===== src/rtl/disp_scan_ctrl.sv =====
// rtl/disp_scan_ctrl.sv - time-multiplexed scan controller for an 8-digit seven-segment display
//
// Walks a 3-bit digit select through digits 0..7. Each digit gets a BLANK
// interval (all anodes off, suppresses ghosting while the nibble mux and
// decoder settle) followed by a SHOW interval (one anode low if that digit
// is enabled in the mask). A one-cycle frame_tick follows every 7 -> 0 wrap.
//
// Ports:
//   clk        in   system clock, rising edge
//   reset      in   asynchronous active-high reset
//   en         in   scan enable, low forces the display dark
//   dig_mask   in   [7:0] per-digit enable, sampled at each BLANK -> SHOW
//   seq_sel    out  [2:0] registered digit select for the nibble mux
//   anode      out  [7:0] active-low digit enables
//   blank      out  high whenever no digit slot is being shown
//   frame_tick out  one-cycle pulse after seq_sel wraps 7 -> 0

module disp_scan_ctrl #(
    parameter int PRESCALE  = 50000,
    parameter int BLANK_CYC = 1000,
    parameter int CNT_W     = 17
) (
    input  logic       clk,
    input  logic       reset,
    input  logic       en,
    input  logic [7:0] dig_mask,
    output logic [2:0] seq_sel,
    output logic [7:0] anode,
    output logic       blank,
    output logic       frame_tick
);

    typedef enum logic [1:0] {
        ST_IDLE  = 2'd0,
        ST_BLANK = 2'd1,
        ST_SHOW  = 2'd2
    } state_t;

    localparam logic [CNT_W-1:0] BLANK_LAST = CNT_W'(BLANK_CYC - 1);
    localparam logic [CNT_W-1:0] SHOW_LAST  = CNT_W'(PRESCALE - 1);

    state_t           state_q, state_d;
    logic [CNT_W-1:0] cnt_q, cnt_d;
    logic [2:0]       seq_q, seq_d;
    logic [7:0]       mask_q, mask_d;
    logic             tick_q, tick_d;

    always_ff @(posedge clk or posedge reset) begin
        if (reset) begin
            state_q <= ST_IDLE;
            cnt_q   <= '0;
            seq_q   <= 3'd0;
            mask_q  <= 8'h00;
            tick_q  <= 1'b0;
        end else begin
            state_q <= state_d;
            cnt_q   <= cnt_d;
            seq_q   <= seq_d;
            mask_q  <= mask_d;
            tick_q  <= tick_d;
        end
    end

    always_comb begin
        state_d = state_q;
        cnt_d   = cnt_q;
        seq_d   = seq_q;
        mask_d  = mask_q;
        tick_d  = 1'b0;

        case (state_q)
            ST_IDLE: begin
                if (en) begin
                    state_d = ST_BLANK;
                    cnt_d   = '0;
                end
            end

            ST_BLANK: begin
                if (!en) begin
                    state_d = ST_IDLE;
                    cnt_d   = '0;
                end else if (cnt_q == BLANK_LAST) begin
                    // Mask is captured only here so a digit never changes
                    // brightness partway through its SHOW interval.
                    state_d = ST_SHOW;
                    cnt_d   = '0;
                    mask_d  = dig_mask;
                end else begin
                    cnt_d = cnt_q + 1'b1;
                end
            end

            ST_SHOW: begin
                // Dropping en wins over the end of SHOW: the digit is not
                // advanced, so re-enabling resumes on the same digit.
                if (!en) begin
                    state_d = ST_IDLE;
                    cnt_d   = '0;
                end else if (cnt_q == SHOW_LAST) begin
                    state_d = ST_BLANK;
                    cnt_d   = '0;
                    seq_d   = seq_q + 3'd1;
                    tick_d  = (seq_q == 3'd7);
                end else begin
                    cnt_d = cnt_q + 1'b1;
                end
            end

            default: begin
                state_d = ST_IDLE;
                cnt_d   = '0;
            end
        endcase
    end

    // Anodes are decoded purely from flops, so they cannot glitch and at most
    // one bit can ever be low.
    always_comb begin
        anode = 8'hFF;
        if (state_q == ST_SHOW) begin
            anode = ~((8'd1 << seq_q) & mask_q);
        end
    end

    assign blank      = (state_q != ST_SHOW);
    assign seq_sel    = seq_q;
    assign frame_tick = tick_q;

endmodule


===== config.mk =====
export PLATFORM = sky130hd
export DESIGN_NAME = disp_scan_ctrl
export DESIGN_NICKNAME = d
export VERILOG_FILES = /design/src/rtl/disp_scan_ctrl.sv
export SDC_FILE = /design/constraint.sdc
export NUM_CORES = 1
export LEC_CHECK = 0
export CAP_MARGIN = 20
export CORE_AREA = 2 2 64 66
export DETAILED_ROUTE_END_ITERATION = 12
export DIE_AREA = 0 0 66 68
export DONT_BUFFER_PORTS = 1
export GPL_TIMING_DRIVEN = 0
export MAX_ROUTING_LAYER = met4
export PLACE_DENSITY_LB_ADDON = 0.12
export SYNTH_ARGS = -nofsm -noshare
export SYNTH_HDL_FRONTEND = slang
export SYNTH_SLANG_ARGS = --single-unit

===== constraint.sdc =====
create_clock -name clk -period 6.17 [get_ports clk]
set_input_delay 0.3085 -clock clk [delete_from_list [all_inputs] [get_ports clk]]
set_output_delay 0.3085 -clock clk [all_outputs]
set_load 0.02 [all_outputs]

* Word level (Yosys, flattened, before mapping)
Cells that the tools add are included.
** Storage, ports and cells
- Register bits after elaboration :: 31
- Input bits :: 11
- Output and inout bits :: 13
- Logic and storage cells :: 39
** Cells by class
- Add/subtract/negate cells :: 2
- Equal/unequal tests :: 9
- Shift-type cells :: 1
- Multiplexer cells :: 16
- Bitwise operators :: 2
- Reductions and logical operators :: 4
** Operators with widths (count)
- 2-to-1 mux 17 bit :: 5
- case mux 17 bit (3 select lines) :: 1
- adder 17 x 1 -> 17 bit, second input constant :: 1
- == test 17 x 10 -> 1 bit, second input constant :: 1
- == test 17 x 16 -> 1 bit, second input constant :: 1
- 2-to-1 mux 2 bit :: 5
- AND reduction 3 bit :: 3
- bitwise AND 8 bit :: 1
- 2-to-1 mux 8 bit :: 1
- inverter 8 bit :: 1
- << shifter 1 x 3 -> 8 bit, first input constant :: 1
- != test 3 bit, second input constant :: 2
- case mux 2 bit (3 select lines) :: 1
- != test 2 bit, second input constant :: 2
- adder 3 x 1 -> 3 bit, second input constant :: 1
- == test 3 bit, second input constant :: 1
- 2-to-1 mux 1 bit :: 3
- == test 2 x 1 -> 1 bit, second input constant :: 1
- == test 2 bit, second input constant :: 1
- logical NOT 2 bit :: 1

* Depth between registers and ports, before layout
Gate-level depths: netlist of the first run.
- Depth after elaboration :: 4
- Mapped depth :: 7
- Gate-level depth less buffers :: 7

* Least setup slack after synthesis of the first run
OpenSTA, ideal clock, no wires.
- Kind :: register -> register
- Start :: reg cnt_q[16]
- End :: reg mask_q[0]
- Library setup time :: 125 ps
- Arrival time :: 1933 ps
- Required time :: 6045 ps
- Path slack :: 4112 ps
- Cell stages (with the launch flop) :: 5
- Path buffers :: 0
- Period minus slack after synthesis :: 2058 ps
- Cell sequence :: dfrtp_1 > or4_4 > or3_4 > nor3_4 > mux2_2
** Between the ends
- Word-level cells in the longest chain between the ends :: 2
** Ends and longest elaborated chain
- start: declaration :: line 43 : logic [CNT_W-1:0] cnt_q, cnt_d;
- start signal: assignment :: line 57 : cnt_q <= cnt_d;
- == test 17 x 10 -> 1 bit :: line 83 : end else if (cnt_q == BLANK_LAST) begin
- AND reduction 3 bit (no source line)
- end signal: assignment :: line 59 : mask_q <= mask_d;
- end: declaration :: line 45 : logic [7:0] mask_q, mask_d;
No other way between the ends.
A chain may end at the register's enable or synchronous reset.

* Final worst setup path of the first run
- Start :: reg cnt_q[7]
- End :: reg cnt_q[12]
** Between the ends
- Word-level cells in the longest chain between the ends :: 4
- Elaborated cells between the ends (all ways) :: 8
- Those cells by class :: add/sub (1); eq/ne (2); mux (5)
** Ends and longest elaborated chain
- adder 17 x 1 -> 17 bit (tied with other cells) :: line 90, 106
- 2-to-1 mux 17 bit (on tied branches) :: line 100, 83
- 2-to-1 mux 17 bit (on tied branches) :: line 97, 80
- case mux 17 bit (3 select lines) (*) :: line 71 : case (state_q)
Mark *: on every way between the ends. The rest lies on a longest branch, timed or not.

==> results of run 1 <==
final cells by class:
type / count / area, µm²
Tap cell: 50 / 62.56
Clock inverter: 2 / 35.03
Timing Repair Buffer: 1 / 15.01
Clock buffer: 6 / 82.58
Fill cell: 378 / 1847
Buffer: 6 / 38.79
Inverter: 12 / 45.04
Multi-Input combinational cell: 139 / 954.7
Sequential cell: 31 / 775.7
registers in the layout, summed over array words and instances (netlist names):
register / count
frame_tick: 1
cnt_q: 17
seq_sel: 3
mask_q: 8
state_q: 2
cell usage in the layout, fill, tap and decap left out, types with 2 or more instances in the layout:
cell type,n
nand4_1,10
nor3_1,4
xor2_1,2
o2111ai_1,2
ha_1,11
nor3b_1,2
nor4_1,4
o21ai_0,9
a21oi_1,9
nand2b_1,2
o211ai_1,3
inv_1,12
clkbuf_1,3
mux2_2,9
buf_6,2
and2_1,2
xnor2_1,5
clkbuf_8,6
nor2_1,9
nor2b_1,2
dfrtp_1,31
nand2_1,23
and3_1,4
o311ai_1,2
o22ai_1,3
nand3_1,7
stage by stage:
stage	hold slack, ps	utilization (%)
after global placement	460.9	48.67
after floorplan	412.0	-
after detailed placement	334.7	49.06
after CTS	15.61	52.11
final	-3.603	52.11
after global routing	60.20	52.11
report_power, final:
group          total (mW)  internal (mW)  leakage (nW)  switching (mW)
Combinational      0.0921         0.0374         0.365          0.0547
Clock               0.211          0.131        0.0612          0.0803
Sequential          0.217          0.210         0.430         0.00701
Total               0.520          0.378         0.856           0.142
cells by family (layout without fill, tap and decap cells):
group | count (synthesis) | after routing | share of synthesized area, %
buf+inv | 18 | 27 | 4.620
fa+ha+maj | 11 | 11 | 7.586
mux | 10 | 10 | 6.414
xor+xnor | 7 | 7 | 3.379
simple gates | 78 | 78 | 23.52
compound gates | 33 | 33 | 11.72
flops | 31 | 31 | 42.76
routing by layer:
layer  vias up  part of all wire, %
met5         -                    0
met4         0                  2.2
met3         9                  4.5
met2        33                   46
met1       680                   47
li1        687                    -
worst reg2reg max path, cell delays in order, from the launching register on:
cell and delay (ps):
dfrtp_1 450, or4b_1 560, nor4_1 440, nor3b_1 150, clkbuf_1 250, o2111ai_1 230
o311ai_1 130
worst max path at each step:
stage	start	end	slack, ps	cells after the start
after floorplan	cnt_q[16]	mask_q[0]	4110	4
after global placement	cnt_q[7]	cnt_q[12]	3810	6
after detailed placement	cnt_q[7]	cnt_q[12]	3840	6
after CTS	cnt_q[7]	cnt_q[12]	3810	6
after global routing	cnt_q[7]	cnt_q[12]	3680	6
final	cnt_q[7]	cnt_q[12]	3820	6
==> flow_summary.json, run 1 <==
{
  "hold_ws_ps": -3.603,
  "syn_to_final_growth_pct": 10.76,
  "synthTopCellsByCount": "dfrtp_1 (31), nand2_1 (23), inv_1 (12)",
  "hold_buffers": 0,
  "wl_per_cell_um": 15.86,
  "hold_viol": 5,
  "ys_ff_latch": 31,
  "fin_crit_ps": 2347,
  "first_pass_iters": 4,
  "synthDominantCellAreaShare_pct": 42.76,
  "route.detailed.drc": 0,
  "finalPower_uw": 520.4,
  "dpl_worst_slack_ps": 3841,
  "fmax_ghz": 0.4260,
  "crit_path_start_kind": "flip-flop",
  "yosysSeqAreaShare_pct": 42.76,
  "grt_max_degree": 19,
  "maxCapViolCount": 0,
  "cp_cell_sequence": "or4b_1 > nor4_1 > nor3b_1 > clkbuf_1 > o2111ai_1 > o311ai_1",
  "cp.arrival_ps": 2490,
  "htree_levels": 2,
  "synth_ff_type": "dfrtp_1",
  "synth-edff-count": 0,
  "busiest_layer": "met2",
  "power.density_mw_per_mm2": 259.0,
  "portBuffers": 0,
  "violations": "negative hold slack",
  "cts_resized": 0,
  "drive_above_1_share_pct": 14.21,
  "fin_area_mm2": 0.002009,
  "start_util_pct": 47.05,
  "crit_type": "reg -> reg",
  "tightest_slew_ps": 684.2,
  "r2r_slack_ps": 3820,
  "synthCells": 188,
  "cts_max_path_buffers": 2,
  "synth_area_leader_cell": "dfrtp_1",
  "cts_root_buffer": "clkbuf_8",
  "clock_latency_ps": 300,
  "fp.dieH_um": 68,
  "setup_tns_ps": 0,
  "synth_cell_types": 41,
  "antenna_found_initial": 0,
  "gp_congestion": 0.8262,
  "p_leak_nw": 0.8565,
  "slew_headroom_pct": 54.34,
  "grt_use_met2_pct": 27.78,
  "overflow": 0,
  "cp.required_ps": 6320,
  "crit_family": "simple AND/OR/NAND/NOR gates",
  "placed_area_mm2": 0.001892,
  "fp.coreArea_mm2": 0.003856,
  "tritoncts": "built",
  "r2r-start": "cnt_q[7]",
  "nets": 218,
  "finalCritPeriodShare_pct": 38.05,
  "vias": 1409,
  "drtAntennaViolNets": 0,
  "setup_ws_ps": 3823,
  "fp-row-count": 23,
  "synth.area.top_cells": "dfrtp_1 (43%), ha_1 (7.6%), mux2_2 (5.6%)",
  "routed_wl_mm": 3.917,
  "grtUsageTotal_pct": 19.74,
  "ios": 24,
  "met3_usage_pct": 4.276,
  "clk_pin_slew_worst_paths_ps": 70,
  "worst_setup_path_end_kind": "flip-flop",
  "timing.rr.end": "cnt_q[12]",
  "vias_per_cell": 5.704,
  "setup_viol_count_final": 0,
  "dieArea_mm2": 0.004488,
  "postCtsSetupBuffers": 0,
  "reg2reg_depth": 6,
  "yosysMostFrequentCell": "dfrtp_1",
  "syn_area_mm2": 0.001814,
  "worstHoldPathType": "in -> async",
  "synthesis.nets": 210,
  "drv_slew": 0,
  "grt_pass1_vias": 1332,
  "n_antenna_cell": 0,
  "drt_iter0_drc": 88,
  "cts.sinks": 31,
  "worst_clock_skew_ps": 7.600,
  "critPathMaxFanout": 10,
  "status": "complete, but fails checks",
  "cpMaxStageDelayCell": "or4b_1",
  "irDropWorstVdd_uv": 131.2,
  "die_x_um": 66,
  "cp_slowest_stage_delay_ps": 560,
  "syn_avg_cell_area_um2": 9.650,
  "use_met1_pct": 26.58,
  "post-dp-hpwl_mm": 2.847,
  "final_cells": 247,
  "ys_async_sr_fraction_pct": 100.0,
  "numCtsBuffers": 5,
  "rsz0062_at_grt": "false",
  "place_inst": 239,
  "grt_pass1_wl_mm": 6.348,
  "critPathBufInv": 1,
  "yosysWarnings": 0
}
No activity file was read; power rests on OpenSTA's default activity.
==> inputs of run 2 (changes only) <==
Clock period 6.17 ns to 2 ns, I/O delays scaled along.
==> flow_summary.json, run 2 (synthesis results as in run 1) <==
{
  "numCtsBuffers": 5,
  "fp.coreArea_mm2": 0.003856,
  "drtAntennaViolNets": 0,
  "worst_clock_skew_ps": 4.956,
  "layout_common_cells": "dfrtp_1 (27), nand2_1 (23), buf_4 (15)",
  "route.detailed.drc": 0,
  "drv_slew": 0,
  "cp.required_ps": 2140,
  "htree_levels": 2,
  "crit_type": "reg -> reg",
  "tightest_slew_ps": 658.0,
  "cp.arrival_ps": 2420,
  "post-dp-hpwl_mm": 2.991,
  "cts_root_buffer": "clkbuf_8",
  "drive_above_1_share_pct": 30.18,
  "cts.sinks": 31,
  "fin_crit_ps": 2282,
  "worst_setup_path_end_kind": "flip-flop",
  "seqCellArea_um2": 780.7,
  "holdPathEnd": "seq_sel[2]",
  "multi_input_area_mm2": 0.001102,
  "cpMaxStageDelayCell": "or4b_4",
  "critPathMaxFanout": 10,
  "rsz0062_at_grt": "true",
  "busiest_layer": "met2",
  "dpl_worst_slack_ps": -379.6,
  "timing.rr.end": "cnt_q[12]",
  "hold_viol": 0,
  "wl_per_cell_um": 17.57,
  "n_antenna_cell": 0,
  "drt_iter0_drc": 63,
  "crit_family": "simple AND/OR/NAND/NOR gates",
  "use_met1_pct": 27.41,
  "portBuffers": 0,
  "violations": "negative setup slack",
  "overflow": 0,
  "critPathBufInv": 1,
  "met3_usage_pct": 5.428,
  "grt_pass1_wl_mm": 6.879,
  "largest_register_ffs": 17,
  "gp_congestion": 0.8425,
  "place_inst": 239,
  "cts_max_path_buffers": 2,
  "status": "complete, but fails checks",
  "fmax_ghz": 0.4382,
  "antenna_found_initial": 0,
  "grt_use_met2_pct": 33.21,
  "first_pass_iters": 4,
  "fp-row-count": 23,
  "p_leak_nw": 1.021,
  "maxCapViolCount": 0,
  "slew_headroom_pct": 56.08,
  "nets": 243,
  "r2r-start": "cnt_q[5]",
  "setup_ws_ps": -282.2,
  "grt_max_degree": 18,
  "grt_pass1_vias": 1431,
  "cp_cell_sequence": "or4b_4 > nor4_4 > nor3b_1 > buf_4 > o2111ai_2 > o311ai_2",
  "final_cells": 272,
  "vias_per_cell": 5.746,
  "reg2reg_depth": 6,
  "final_common_cell": "dfrtp_1",
  "syn_to_final_growth_pct": 32.55,
  "nFillCells": 316,
  "worstHoldPathType": "in -> reg",
  "setup_viol_count_final": 29,
  "setup_tns_ps": -3982,
  "irDropWorstVdd_uv": 485.5,
  "final_util_pct": 62.36,
  "clock_latency_ps": 290,
  "start_util_pct": 47.05,
  "finalCritPeriodShare_pct": 114.1,
  "hold_ws_ps": 22.36,
  "die_x_um": 66,
  "dieArea_mm2": 0.004488,
  "regMostFlops": "cnt_q",
  "hp-start": "en",
  "cp_slowest_stage_delay_ps": 560,
  "r2r_slack_ps": -280,
  "clk_pin_slew_worst_paths_ps": 70,
  "crit_path_start_kind": "flip-flop",
  "hold_depth": 2,
  "power.density_mw_per_mm2": 714.0,
  "ios": 24,
  "grtUsageTotal_pct": 21.11,
  "fp.dieH_um": 68,
  "tritoncts": "built",
  "routed_wl_mm": 4.780,
  "vias": 1563
}
## run 2: per-stage QoR
| step | cell area (µm²) | total power [mW] |
|---|---|---|
| after CTS | 2257 | 1.652 |
| after global placement | 1883 | 0.9530 |
| after floorplan | 1821 | 0.8960 |
| after detailed placement | 1911 | 0.9677 |
| final | 2405 | 1.717 |
| after global routing | 2405 | 1.787 |
## run 2: worst reg2reg max path, delay by kind of cell, from the launching register on
kind,cells,cell delay [ps]
DFF,1,430
buffers and inverters,1,210
and+or+nand+nor,3,1130
AOI/OAI and AO/OA,2,350
## run 2: how the worst max path moves through the flow
stage                      endpoint       from  slack (ps)  depth (start not counted)
final                     cnt_q[12]   cnt_q[5]        -280                          6
after global placement    cnt_q[12]   cnt_q[7]        -380                          6
after CTS                  cnt_q[2]  cnt_q[16]        -170                          6
after detailed placement  cnt_q[12]   cnt_q[7]        -380                          6
after floorplan           mask_q[0]  cnt_q[16]         -60                          4
after global routing      cnt_q[12]   cnt_q[4]        -300                          6
## run 2: final cells by class
class                      count  share of cell area, %
clock inverter                 2                  1.457
multi-input combinational    139                  45.84
buffer                         6                  1.769
sequential                    31                  32.47
inverter                      12                  1.873
tap                           50                  2.601
clock buffer                   6                  3.434
timing repair buffer          26                  10.56
## run 2: layer usage
| layer | vias to the layer above | wire [µm] |
|---|---|---|
| met5 | - | 0 |
| li1 | 737 | - |
| met3 | 8 | 214 |
| met4 | 0 | 82 |
| met2 | 40 | 2333 |
| met1 | 778 | 2149 |
## run 2: timing repair
item                                    4_1_cts  5_1_grt
endpoints found under the setup margin       31       29
setup buffers                                 4       10
hold buffers                                  9        0
gates resized for setup                      24       23
cloned                                        1        1
endpoints found under the hold margin        22        0
pin swaps                                     6        5
## run 2: report_power, final
| group | total (mW) | switching [mW] | leakage, nW | internal [mW] |
|---|---|---|---|---|
| Combinational | 0.403 | 0.220 | 0.536 | 0.183 |
| Sequential | 0.672 | 0.0234 | 0.424 | 0.649 |
| Clock | 0.642 | 0.239 | 0.0612 | 0.403 |
